===== src/rtl/psi_pkg.sv =====
// Shared definitions for the PSI sequential membership controller.
package psi_pkg;

  localparam int N_PARTIES_DEF = 5;
  localparam int B_DEF         = 10;
  localparam int CNT_W         = $clog2(N_PARTIES_DEF);
  localparam int CARD_W        = $clog2(B_DEF + 1);

  localparam logic [0:0] ST_ACCUM = 1'b0;
  localparam logic [0:0] ST_OUT   = 1'b1;

  typedef enum logic [0:0] {
    ACCUM = ST_ACCUM,
    OUT   = ST_OUT
  } psi_state_e;

endpackage


===== src/rtl/psi_popcount.sv =====
// Combinational population count of a B-bit set vector.
module psi_popcount
  import psi_pkg::*;
#(
  parameter int B      = B_DEF,
  parameter int CARD_W = $clog2(B + 1)
) (
  input  logic [B-1:0]      vec,
  output logic [CARD_W-1:0] card
);

  always_comb begin
    card = '0;
    for (int i = 0; i < B; i++) begin
      card = card + CARD_W'(vec[i]);
    end
  end

endmodule


===== src/rtl/psi_seq_ctrl.sv =====
// Folds one party set vector per beat into an AND accumulator and
// presents the intersection and its cardinality once all parties arrive.
module psi_seq_ctrl
  import psi_pkg::*;
#(
  parameter int N_PARTIES = N_PARTIES_DEF,
  parameter int B         = B_DEF
) (
  input  logic                           clk,
  input  logic                           rst,
  input  logic                           abort,
  input  logic                           in_valid,
  output logic                           in_ready,
  input  logic [B-1:0]                   in_data,
  input  logic [$clog2(N_PARTIES)-1:0]   in_party,
  output logic                           out_valid,
  input  logic                           out_ready,
  output logic [B-1:0]                   out_set,
  output logic [$clog2(B+1)-1:0]         out_card,
  output logic                           err
);

  localparam int CW = $clog2(N_PARTIES);
  localparam int KW = $clog2(B + 1);
  localparam logic [CW-1:0] LAST = CW'(N_PARTIES - 1);

  psi_state_e    state_reg;
  logic [CW-1:0] cnt_reg;
  logic [B-1:0]  acc_reg;
  logic [KW-1:0] card_reg;
  logic          err_reg;

  logic [B-1:0]  acc_next;
  logic [KW-1:0] card_next;
  logic          beat_fire;
  logic          in_order;

  // Handshake flags depend only on registered state.
  assign in_ready  = (state_reg == ACCUM);
  assign out_valid = (state_reg == OUT);
  assign out_set   = acc_reg;
  assign out_card  = card_reg;
  assign err       = err_reg;

  assign beat_fire = in_valid && in_ready;
  // Party indices beyond the last valid one can never match cnt_reg.
  assign in_order  = (in_party == cnt_reg);

  always_comb begin
    acc_next = (cnt_reg == '0) ? in_data : (acc_reg & in_data);
  end

  psi_popcount #(
    .B      (B),
    .CARD_W (KW)
  ) u_popcount (
    .vec  (acc_next),
    .card (card_next)
  );

  always_ff @(posedge clk) begin
    if (rst) begin
      state_reg <= ACCUM;
      cnt_reg   <= '0;
      acc_reg   <= '0;
      card_reg  <= '0;
      err_reg   <= 1'b0;
    end else if (abort) begin
      state_reg <= ACCUM;
      cnt_reg   <= '0;
    end else begin
      case (state_reg)
        ACCUM: begin
          if (beat_fire) begin
            if (in_order) begin
              acc_reg <= acc_next;
              if (cnt_reg == LAST) begin
                card_reg  <= card_next;
                cnt_reg   <= '0;
                state_reg <= OUT;
              end else begin
                cnt_reg <= cnt_reg + 1'b1;
              end
            end else begin
              cnt_reg <= '0;
              err_reg <= 1'b1;
            end
          end
        end
        OUT: begin
          if (out_ready) begin
            state_reg <= ACCUM;
          end
        end
        default: state_reg <= ACCUM;
      endcase
    end
  end

endmodule


===== config.mk =====
export PLATFORM = sky130hd
export DESIGN_NAME = psi_seq_ctrl
export DESIGN_NICKNAME = d
export VERILOG_FILES = /design/src/rtl/psi_pkg.sv /design/src/rtl/psi_popcount.sv /design/src/rtl/psi_seq_ctrl.sv
export SDC_FILE = /design/constraint.sdc
export NUM_CORES = 1
export LEC_CHECK = 0
export CAP_MARGIN = 20
export CORE_UTILIZATION = 55
export DETAILED_ROUTE_END_ITERATION = 6
export DONT_BUFFER_PORTS = 1
export GPL_TIMING_DRIVEN = 0
export PLACE_DENSITY = 0.79
export SLEW_MARGIN = 20
export SYNTH_ARGS = -nofsm -noshare
export SYNTH_HDL_FRONTEND = slang
export SYNTH_SLANG_ARGS = --single-unit

===== constraint.sdc =====
create_clock -name clk -period 4.3 [get_ports clk]
set_input_delay 0.86 -clock clk [delete_from_list [all_inputs] [get_ports clk]]
set_output_delay 0.86 -clock clk [all_outputs]
set_load 0.02 [all_outputs]

; Word-level counts from Yosys, hierarchy flattened
; Index checks and enable logic that the tools add are counted.
[word_totals]
regBits = 19
latchBits = 0
ramBits = 0
rom_bits = 0
inputBits = 18
out_inout_bits = 17
wordCells = 36
n_memories = 0
[classes]
n_addsub = 10
n_mul = 0
n_div = 0
n_lt_le_gt_ge = 0
n_eq_ne = 2
n_shift = 0
muxes = 8
bitwise = 4
reduce_logical = 7
[ops]
columns = cell, n
row1 = 4-bit by 1-bit adder with 4-bit output, 8
row2 = 10-bit bitwise AND, 1
row3 = 10-bit 2-to-1 mux, 1
row4 = 4-bit AND reduction, 2
row5 = 3-bit 2-to-1 mux, 2
row6 = 5-bit AND reduction, 1
row7 = 1-bit 2-to-1 mux, 4
row8 = 3-bit by 1-bit adder with 3-bit output (second input constant), 1
row9 = 3-bit equality test, 1
row10 = 3-bit equality test (second input constant), 1
row11 = 3-bit zero test, 1
row12 = 1-bit inverter, 3
row13 = 1-bit by 1-bit adder with 2-bit output, 1
row14 = 1-bit one-hot mux with 2 select lines, 1
row15 = 2-bit AND reduction, 1
row16 = 2-bit OR reduction, 1
row17 = 1-bit logical AND, 1

; Logic depth before layout (Yosys ltp)
; Gate-level depths: netlist of the first run.
[logic_depth]
depth_word = 11
depth_mapped = 16

; Cells and area by module
; A second synthesis of the first run with hierarchy kept.
[unflattened]
cells_unflattened = 119
hier_area_um2 = 1118.6
[modules_own_cells]
columns = mod, n_inst, cells_per_inst, area_per_inst_um2
row1 = psi_seq_ctrl, 1, 91, 892.1
row2 = psi_popcount, 1, 28, 226.5

; Worst setup path after synthesis of the first run
; No wires, ideal clock.
[synth_timing]
kind = reg-to-reg
startpoint = register cnt_reg[0]
endpoint = register card_reg[2] (netlist: out_card[2])
arrival_time_ps = 4000
required_time_ps = 4230
setup_slack_ps = 230
path_stages_with_launch = 16
path_buffers = 1
period_less_slack_ps = 4070
cell_sequence = dfxtp_1 inv_1 ha_1 and2b_2 clkbuf_1 o21a_1 ha_1 inv_1 fa_1 fa_1 fa_1 fa_1 fa_1 xnor2_1 nand3_1 a21oi_1
[synth_via]
elab_chain_cells = 11
word_cells_on_any_way = 14
[synth_rtl]
columns = element, line
row1 = from (decl), psi_seq_ctrl.sv:28  ; logic [CW-1:0] cnt_reg;
row2 = from (signal assigned), psi_seq_ctrl.sv:82  ; cnt_reg <= cnt_reg + 1'b1;
row3 = 3-bit zero test, psi_seq_ctrl.sv:50  ; acc_next = (cnt_reg == '0) ? in_data : (acc_reg & in_data);
row4 = 10-bit 2-to-1 mux, psi_seq_ctrl.sv:50
row5 = net acc_next[1], psi_seq_ctrl.sv:33  ; logic [B-1:0] acc_next;
row6 = 1-bit by 1-bit adder with 2-bit output, psi_popcount.sv:15  ; card = card + CARD_W'(vec[i]);
row7 = 4-bit by 1-bit adder with 4-bit output (8 in series), psi_popcount.sv:15
row8 = to (signal assigned), psi_seq_ctrl.sv:78  ; card_reg <= card_next;
row9 = to (decl), psi_seq_ctrl.sv:30  ; logic [KW-1:0] card_reg;
; The timed path passes the listed nets, and every way through them passes these cells.
; A chain may end at the register's enable or synchronous reset.

; Final worst setup path of the first run
; Same ends and word-level chain as after synthesis.

==> impl_metrics.py, run 1 <==
metrics = {
    "outcome": {
        "status": "completed",
    },
    "clock_tree": {
        "cts.sinks": 19,
        "cts_tree": "done",
        "hold_buffers": 0,
        "cts_resized": 2,
        "cts-root-buf": "clkbuf_4",
        "cts_setup_buffers": 0,
        "h-tree-depth": 1,
        "cts_inserted_buffers": 3,
        "clkTransAtPathRegs_ps": 120,
        "clk_latency_ps": 310,
        "clockBufferDepth": 2,
    },
    "worst_setup_path": {
        "crit_chain": "inv_1 -> ha_1 -> and2b_4 -> o21a_1 -> ha_1 -> inv_1 -> fa_1 -> fa_1 -> fa_1 -> fa_1 -> fa_1 -> xnor2_1 -> nand3_1 -> a21oi_1",
        "r2r_start": "cnt_reg[0]",
        "critPathMaxStageDelay_ps": 520,
        "startpoint": "cnt_reg[0]",
        "cp-end-kind": "flop",
        "path_common_cell": "fa_1",
        "crit_path_max_fanout": 11,
        "crit_type": "reg -> reg",
        "cp_slowest_cell": "fa_1",
        "required_ps": 4550,
        "arrival_ps": 4340,
        "critPathLaunchType": "flop",
    },
    "detailed_routing": {
        "drt_iter0_markers": 10,
        "wl_per_cell_um": 16.2,
        "remaining_drc_errors": 0,
        "antenna_left": 0,
        "first_pass_iters": 4,
        "vias": 837,
        "vias_per_cell": 6.15,
        "routed_wl_um": 2200,
    },
    "synthesis": {
        "synth-simple-area-share_pct": 13.3,
        "synth_top_cell_by_area": "dfxtp_1",
        "synth_compound_area_share_pct": 24.1,
        "synthArstFlopShare_pct": 0,
        "synthAdderAreaFrac_pct": 19.0,
        "synth.most_common_cell": "dfxtp_1",
        "synth_common_cells": "dfxtp_1, inv_1, o21ai_0, o221a_1, a21oi_1",
        "synth_top_area_share_pct": 34.8,
        "ys_top_cells_by_area": "dfxtp_1, fa_1, o221a_1",
        "synth.distinct_cells": 31,
        "synth_cells": 108,
        "ys_seq_elements": 19,
        "ys_seq_area_share_pct": 34.8,
        "yosysWarningCount": 0,
        "synth_nets": 139,
        "ys.flop_type": "dfxtp_1",
        "synthMuxAreaShare_pct": 0,
        "syn_area_mm2": 0.00109,
        "synth_top_family_by_area": "compound AO/OA/AOI/OAI gates",
        "synthXorXnorAreaFrac_pct": 3.20,
        "synth.avg_cell_area_um2": 10.1,
        "synth_edf_count": 0,
    },
    "hold_path": {
        "hold_start": "cnt_reg[1]",
        "hold_path_class": "reg -> reg",
    },
    "floorplanning": {
        "initial_core_util_pct": 60.7,
        "core_mm2": 0.00180,
        "die_h_um": 46.6,
        "die_w_um": 46.6,
        "design.portCount": 35,
        "rows": 15,
        "dieArea_mm2": 0.00217,
    },
    "run": {
        "maxCapViolCount": 0,
    },
    "sta": {
        "slew_violations": 0,
        "min_period_ps": 4090,
        "hold_ws_ps": 504,
        "fin_skew_ps": 9.08,
        "relSlewSlack_pct": 77.3,
        "rsz0062_at_grt": "false",
        "worst_pin_slew_ps": 340,
        "fin_crit_sh_pct": 95.2,
        "final_hold_viol_count": 0,
        "setup_violations": 0,
        "clock.fmax_mhz": 244,
    },
    "layout": {
        "fin_nets": 143,
        "drive_gt1_share_pct": 13.5,
        "largest_register_ffs": 10,
        "diodes": 0,
        "final_core_util_pct": 64.0,
        "syn_to_final_growth_pct": 5.38,
    },
    "place": {
        "globalplace.congestion": 0.701,
        "io_buffers": 0,
        "hpwl_um": 1660,
    },
    "pwr": {
        "max-vdd-ir-drop_mv": 0.186,
        "power_leakage_nw": 0.431,
        "p_per_area_mw_per_mm2": 314,
    },
    "global_route": {
        "grt_usage_pct": 24.0,
        "grt_max_degree": 12,
        "antenna_found_initial": 0,
        "overflow": 0,
        "grt_pass1_vias": 820,
        "grt_pass1_wl_um": 3550,
    },
}
## worst paths after layout
path	to	slack, ps	cells past startpoint
worst max-delay path	out_card[2]	210	14
worst min-delay path	cnt_reg[1]	500	2
worst max register to register	out_card[2]	210	14
worst min register to register	cnt_reg[1]	500	2
## cells in the final DEF, fill, tap and decap left out, drive strengths merged, types with 3 or more instances in the layout
cell,count
a211oi,3
a21oi,8
clkbuf,3
dfxtp,19
fa,6
ha,7
inv,10
nand2,3
nor2,4
nor3b,3
o21ai,10
o221a,10
xnor2,4
## through the flow
step	area, um^2	cells	TNS [ps]	power [mW]	worst slack, ps
finish	1150	136	0	0.362	208
global route	1150	136	0	0.383	70.1
CTS	1150	136	0	0.364	125
detailed placement	1120	133	-80.9	0.272	-80.9
global placement	1120	133	-1.33	0.266	-1.33
floorplan	1090	108	0	0.254	230
## area by class of cell
type / count / area (um^2)
Sequential cell: 19 / 383
Buffer: 2 / 16.3
Multi-Input combinational cell: 75 / 653
Clock buffer: 3 / 22.5
Clock inverter: 1 / 5.00
Inverter: 11 / 41.3
Fill cell: 160 / 649
Tap cell: 25 / 31.3
## worst max-delay path, delay by kind of cell (launching register included)
kind / cells / cell delay [ps]
AO/OA/AOI/OAI: 2 / 330
adder cells (fa/ha/maj): 7 / 2730
buffers and inverters: 2 / 120
AND/OR/NAND/NOR: 2 / 310
XOR/XNOR: 1 / 150
flip-flops: 1 / 390
## power breakdown
group | internal (mW) | switching, mW | total, mW | leakage, nW
combinational | 0.0392 | 0.0433 | 0.0825 | 0.259
clock | 0.0348 | 0.0599 | 0.0947 | 0.0177
sequential | 0.179 | 0.00565 | 0.184 | 0.155
total | 0.253 | 0.109 | 0.362 | 0.431
## routing by layer
layer | GRT usage, % | vias up | routed length [um]
met5 | 0 | - | 0
met4 | 14.1 | 0 | 52
met3 | 6.27 | 4 | 144
met2 | 38.1 | 28 | 1030
met1 | 28.8 | 408 | 968
li1 | - | 397 | -
## kinds of logic after synthesis
| group | after synthesis |
|---|---|
| buffers and inverters | 14 |
| AND/OR/NAND/NOR | 22 |
| adder cells (fa/ha/maj) | 13 |
| XOR/XNOR | 4 |
| AO/OA/AOI/OAI | 36 |
| flip-flops | 19 |
No activity file was read; power rests on OpenSTA's default activity.
==> run 2, diff against run 1 <==
Settings changed: HOLD_SLACK_MARGIN set to 0.05.
==> results of run 2 <==
Final layout, timing and power as in run 1 (identical DEF).
